## config.mk

```make
export PLATFORM = sky130hd
export DESIGN_NAME = send_queue
export DESIGN_NICKNAME = d
export VERILOG_FILES = /design/src/rtl/send_queue.sv
export SDC_FILE = /design/constraint.sdc
export NUM_CORES = 1
export LEC_CHECK = 0
export CAP_MARGIN = 10
export CORE_MARGIN = 3
export CORE_UTILIZATION = 55
export CTS_CLUSTER_SIZE = 40
export DETAILED_ROUTE_END_ITERATION = 10
export PLACE_DENSITY = 0.8
export REMOVE_ABC_BUFFERS = 1
export SLEW_MARGIN = 20
export SYNTH_ARGS = -nofsm -noshare
export SYNTH_HDL_FRONTEND = slang
export SYNTH_SLANG_ARGS = --single-unit
```

## constraint.sdc

```tcl
create_clock -name clk -period 7.5 [get_ports clk]
set_input_delay 1.875 -clock clk [delete_from_list [all_inputs] [get_ports clk]]
set_output_delay 1.875 -clock clk [all_outputs]
set_load 0.1 [all_outputs]
```

## src/rtl/send_queue.sv

```systemverilog
// In-order send buffer between the request decoder and the network, with a
// single completion slot that returns a zero write to each request's register.
module send_queue #(
  parameter int DEPTH = 4
) (
  input  logic        clk,
  input  logic        rst,
  input  logic        request_decoder_send_queue_valid,
  output logic        send_queue_request_decoder_ready,
  input  logic [68:0] request_decoder_send_queue_data,
  output logic        send_queue_network_valid,
  input  logic        network_send_queue_ready,
  output logic [63:0] send_queue_network_data,
  output logic        send_queue_writeback_valid,
  input  logic        writeback_send_queue_ready,
  output logic [36:0] send_queue_writeback_data
);
  localparam int AW = $clog2(DEPTH);
  localparam logic [AW:0] PTR_ONE = (AW+1)'(1);

  logic [68:0] mem [DEPTH];
  logic [AW:0] wr_ptr, rd_ptr;
  logic        wb_valid;
  logic [4:0]  wb_register;
  logic [68:0] head;
  logic [4:0]  head_register;
  logic        empty, full, push, pop;

  assign empty = (wr_ptr == rd_ptr);
  assign full  = (wr_ptr[AW-1:0] == rd_ptr[AW-1:0]) && (wr_ptr[AW] != rd_ptr[AW]);

  assign head          = mem[rd_ptr[AW-1:0]];
  assign head_register = head[4:0];

  assign send_queue_request_decoder_ready = !full;
  assign push = request_decoder_send_queue_valid && !full;

  // Only offer a message when its completion has somewhere to go: x0 needs
  // none, otherwise the slot must be free or draining this cycle.
  assign send_queue_network_valid = !empty &&
    (head_register == 5'd0 || !wb_valid || writeback_send_queue_ready);
  assign send_queue_network_data  = head[68:5];
  assign pop = send_queue_network_valid && network_send_queue_ready;

  assign send_queue_writeback_valid = wb_valid;
  assign send_queue_writeback_data  = {wb_register, 32'h0};

  always_ff @(posedge clk) begin
    if (push) mem[wr_ptr[AW-1:0]] <= request_decoder_send_queue_data;
  end

  always_ff @(posedge clk) begin
    if (rst) begin
      wr_ptr      <= '0;
      rd_ptr      <= '0;
      wb_valid    <= 1'b0;
      wb_register <= 5'd0;
    end else begin
      if (push) wr_ptr <= wr_ptr + PTR_ONE;
      if (pop)  rd_ptr <= rd_ptr + PTR_ONE;
      // A reload in the same cycle as a drain wins and keeps the slot full.
      if (pop && head_register != 5'd0) begin
        wb_valid    <= 1'b1;
        wb_register <= head_register;
      end else if (writeback_send_queue_ready) begin
        wb_valid <= 1'b0;
      end
    end
  end
endmodule

```

==> results <==
- The number of antenna diodes in the final layout is 0.
- Setup repair after global routing left no endpoint under its margin.
- The maximum vdd ir drop is 0.301 mV.
- The standby leakage power is 4.32 nW.
- The source of the worst hold timing path is wb_register[3].
- Headroom to the max-slew limit came out at 28.3%.
- The classification of the worst setup path is register to output port.
- In this run the worst hold path is classified as register to register.
- The highest achievable clock rate is 176 MHz.
- The aggregate global-route resource usage is 17.3%.
- The hold path depth is 2.
- The core region is 19800 µm².
- The worst setup path is captured at an output port.
- The number of sinks driven by the clock tree is 290.
- The final sum of negative setup slack is 0 ns.
- The overall die area is 22300 µm².
- Yosys attributes the largest share of cell area to sky130_fd_sc_hd__edfxtp_1, sky130_fd_sc_hd__mux4_2, sky130_fd_sc_hd__buf_4, sky130_fd_sc_hd__dfxtp_1, sky130_fd_sc_hd__ha_1.
- The total via count in the routed design is 5001.
- In this run the biggest area consumer among cell types represents 73.2% of the synthesized area.
- In this run the tool buffered the top-level ports with 145 buffer cells.
- In the synthesized netlist the async set-or-reset flop fraction comes to 0%.
- The CTS clock-pin slew for the worst setup and hold paths is 0.06 ns.
- Sequential cells were found to cover 75.7% of the synthesized design area.
- The number of antenna violations at the first check in global routing is 1.
- The sum of overflow across all layers after global routing is 0.
- The number of setup buffers added after CTS is 0.
- The worst path in the final design needs a cycle of 5.69 ns, including I/O delays and setup.
- Summed over all layers, the routed wires come to 19100 µm.
- The transition at the pin with the smallest max-transition slack is 1.08 ns.
- sky130_fd_sc_hd__edfxtp_1 is the most common cell in the netlist.
- CTS placed an instance of sky130_fd_sc_hd__clkbuf_16 at the clock tree root.
- The average instance area after synthesis is 21.2 µm².
- The commonest cells after synthesis are sky130_fd_sc_hd__edfxtp_1, sky130_fd_sc_hd__buf_4, sky130_fd_sc_hd__mux4_2.
- The adder and majority cell fraction of the synthesized area is 0.552%.
- The largest net degree at the start of global routing is 71.
- On the critical path, the stage with the largest delay is an instance of sky130_fd_sc_hd__clkdlybuf4s50_1.
- The number of antenna-violating nets in the routed design is 0.
- The vertical die dimension is 149 µm.
- The count of TritonRoute iterations in the first routing pass is 5.
- The critical path's largest stage delay is 1.16 ns.
- The number of standard cells in the layout, taps in and fillers out is 917.
- In the synthesized netlist, mux cells make up 14.0% of the area.
- Global routing consumed, on the met3 layer, 4.60% of the routing resources.
- Across all register-to-register paths, the minimum setup slack is 4.84 ns.
- The worst-case hold path end point is wb_register[3].
- Counting both buffers and inverters, the worst setup path holds a total of 1.
- The number of hold buffers added after CTS is 0.
- The number of slew-limit violations in the final report is 0.
- The post-CTS resize count is 0.
- In this run the count of I/O pins placed on the die edge is 178.
- After synthesis the cells add up to 11300 µm².
- By area, the combinational part of the netlist is dominated by multiplexers.
- The floorplan has 51 rows.
- The half-perimeter wire length of the detailed placement result is 10700 µm.
- The count of endpoints failing hold in the final timing report was 0.
- For this run, global-route usage on met1 was measured as 23.5%.
- The area added between synthesis and finish is 18.4%.
- The worst register-to-register path ends at rd_ptr[2].
- The H-tree depth is 1.
- Among all flip-flop cells after synthesis, the most frequent one is sky130_fd_sc_hd__edfxtp_1.
- Routability-driven placement finished with a final weighted congestion of 0.718.
- Data on the critical path is required at its endpoint by 5.62 ns.
- The worst-case clock skew is 0.0224 ns.
- The final core utilization is 67.5%.
- The number of DRC violations after detailed routing is 0.
- The startpoint class of the critical path is a register.
- Summing the areas of all xor and xnor instances in the mapped netlist gives 0.541% of the synthesized area.
- The maximum fanout along the worst path is 41.
- For the worst-skew pair, the clock arrives at the later sink with an insertion delay of 0.54 ns.
- In this run, distinct cell masters in the synthesized netlist total 29.
- The via count of the first global-routing pass is 5346.
- Once placement completed, the tool counted placed cells totaling 862.
- The CTS tree is done.
- Global routing consumed, on the met2 layer, 28.7% of the routing resources.
- Measured along the x axis, the die boundary spans 149 µm.
- The number of clock buffers added by TritonCTS is 29.
- The run finished with clean final reports.
- The wire length of the first global-routing pass is 30000 µm.
- For this configuration, the core starts out at a cell density of 57.1%.
- The number of DRC markers after the initial detailed-route iteration is 334.
- The number of warnings issued by yosys is 0.
- The critical path goes through mux4_2 -> nor3_2 -> nand2_1 -> a32oi_1 -> clkdlybuf4s50_1.
- The clock passes through at most 3 buffers.
- Summing the areas of all compound-gate instances in the mapped netlist gives 0.818% of the synthesized area.
- After detailed routing, the average wire length per cell comes to 20.8 µm.
- The power density relative to cell area is 363 nW/µm².
- The per-cell via count in the routed design is 5.45.
- The top cell family by delay on the critical path is buffers and inverters.
- The max-cap violation count is 0.
- The data arrival at the endpoint of the critical path is 3.82 ns.
- In this run, synthesis produced a sequential element count of 290.
- After technology mapping, the gate count stands at 533.
- For this run, the post-layout net count is 710.
- The final critical path takes up 75.9% of the cycle.
- The simple-gate share of the synthesized area is 1.19%.
- The routing layer with the top usage in global route is met2.
- In the final layout, the share of cells above drive strength 1 is 18.3%.
- The setup violation total in the final timing report is 0.
- The number of flops mapped to enable cells by yosys is 276.
- The biggest area contributor in the post-synthesis netlist is sky130_fd_sc_hd__edfxtp_1.
- The length in cells of the worst reg-to-reg path is 5.
## worst max path at each step
stage | to | slack, ns | depth (start not counted)
floorplan | send_queue_network_valid | 0.08 | 4
detailed placement | send_queue_network_valid | 1.91 | 4
finish | send_queue_network_valid | 1.81 | 5
CTS | send_queue_network_valid | 1.71 | 5
global placement | send_queue_network_valid | 1.90 | 4
global route | send_queue_network_valid | 1.52 | 5
## registers in the layout, indices dropped and copies added, names as in the netlist, named ones only
signal,count
wr_ptr,3
rd_ptr,3
mem,276
send_queue_writeback_valid,1
wb_register,5
## report_power, final
group          internal (mW)  switching (mW)
clock                  0.774           0.557
combinational          0.438            1.15
sequential              1.87          0.0853
total                   3.08            1.79
## worst register-to-register path, cell delays in order, from the launching register on
cell	delay [ns]
sky130_fd_sc_hd__dfxtp_4	0.90
sky130_fd_sc_hd__mux4_2	0.66
sky130_fd_sc_hd__nor3_2	0.26
sky130_fd_sc_hd__nand2_1	0.14
sky130_fd_sc_hd__a21oi_1	0.25
sky130_fd_sc_hd__mux2_1	0.34
## layout by cell type (no fill, tap or decap), types with 4 or more instances in the layout
master	netlist	final
sky130_fd_sc_hd__clkbuf_1	4	7
sky130_fd_sc_hd__a21oi_1	5	5
sky130_fd_sc_hd__clkinv_1	0	8
sky130_fd_sc_hd__dfxtp_1	14	12
sky130_fd_sc_hd__xnor2_1	5	5
sky130_fd_sc_hd__ha_1	5	5
sky130_fd_sc_hd__clkinv_2	0	4
sky130_fd_sc_hd__conb_1	1	32
sky130_fd_sc_hd__nor2_1	14	14
sky130_fd_sc_hd__clkdlybuf4s50_1	0	145
sky130_fd_sc_hd__clkbuf_16	0	29
sky130_fd_sc_hd__mux4_2	69	69
sky130_fd_sc_hd__nor2b_1	4	4
sky130_fd_sc_hd__edfxtp_1	276	276
sky130_fd_sc_hd__and2_4	0	4
sky130_fd_sc_hd__inv_1	4	4
## cell type report
type                       count  area (µm²)
multi-input combinational    157        2070
sequential                   290        8580
clock buffer                  36         752
inverter                       4        15.0
tap                          265         332
fill                        1236        6440
clock inverter                16         126
timing repair buffer         149        1530
## stage by stage
step	hold slack (ns)	setup WS, ns	instance area [µm²]	total power, mW
after global routing	0.578	1.52	13400	5.03
after global placement	0.478	1.90	12400	3.56
after detailed placement	0.508	1.91	12400	3.58
after CTS	0.525	1.71	13300	4.92
final	0.529	1.81	13400	4.87
after floorplan	0.533	0.0814	10600	3.23
## routing by layer
layer	vias up	part of all wire (%)
met1	2559	40
met5	-	0.042
met2	195	50
met4	2	1.7
li1	2206	-
met3	39	8.2
## cell families after synthesis
kind of cell             count (synthesis)
flip-flops                             290
buffers and inverters                  117
multiplexers                            72
AND/OR/NAND/NOR                         28
AO/OA/AOI/OAI                           13
XOR/XNOR                                 7
adder cells (fa/ha/maj)                  5
other                                    1
No activity file was read; power rests on OpenSTA's default activity.
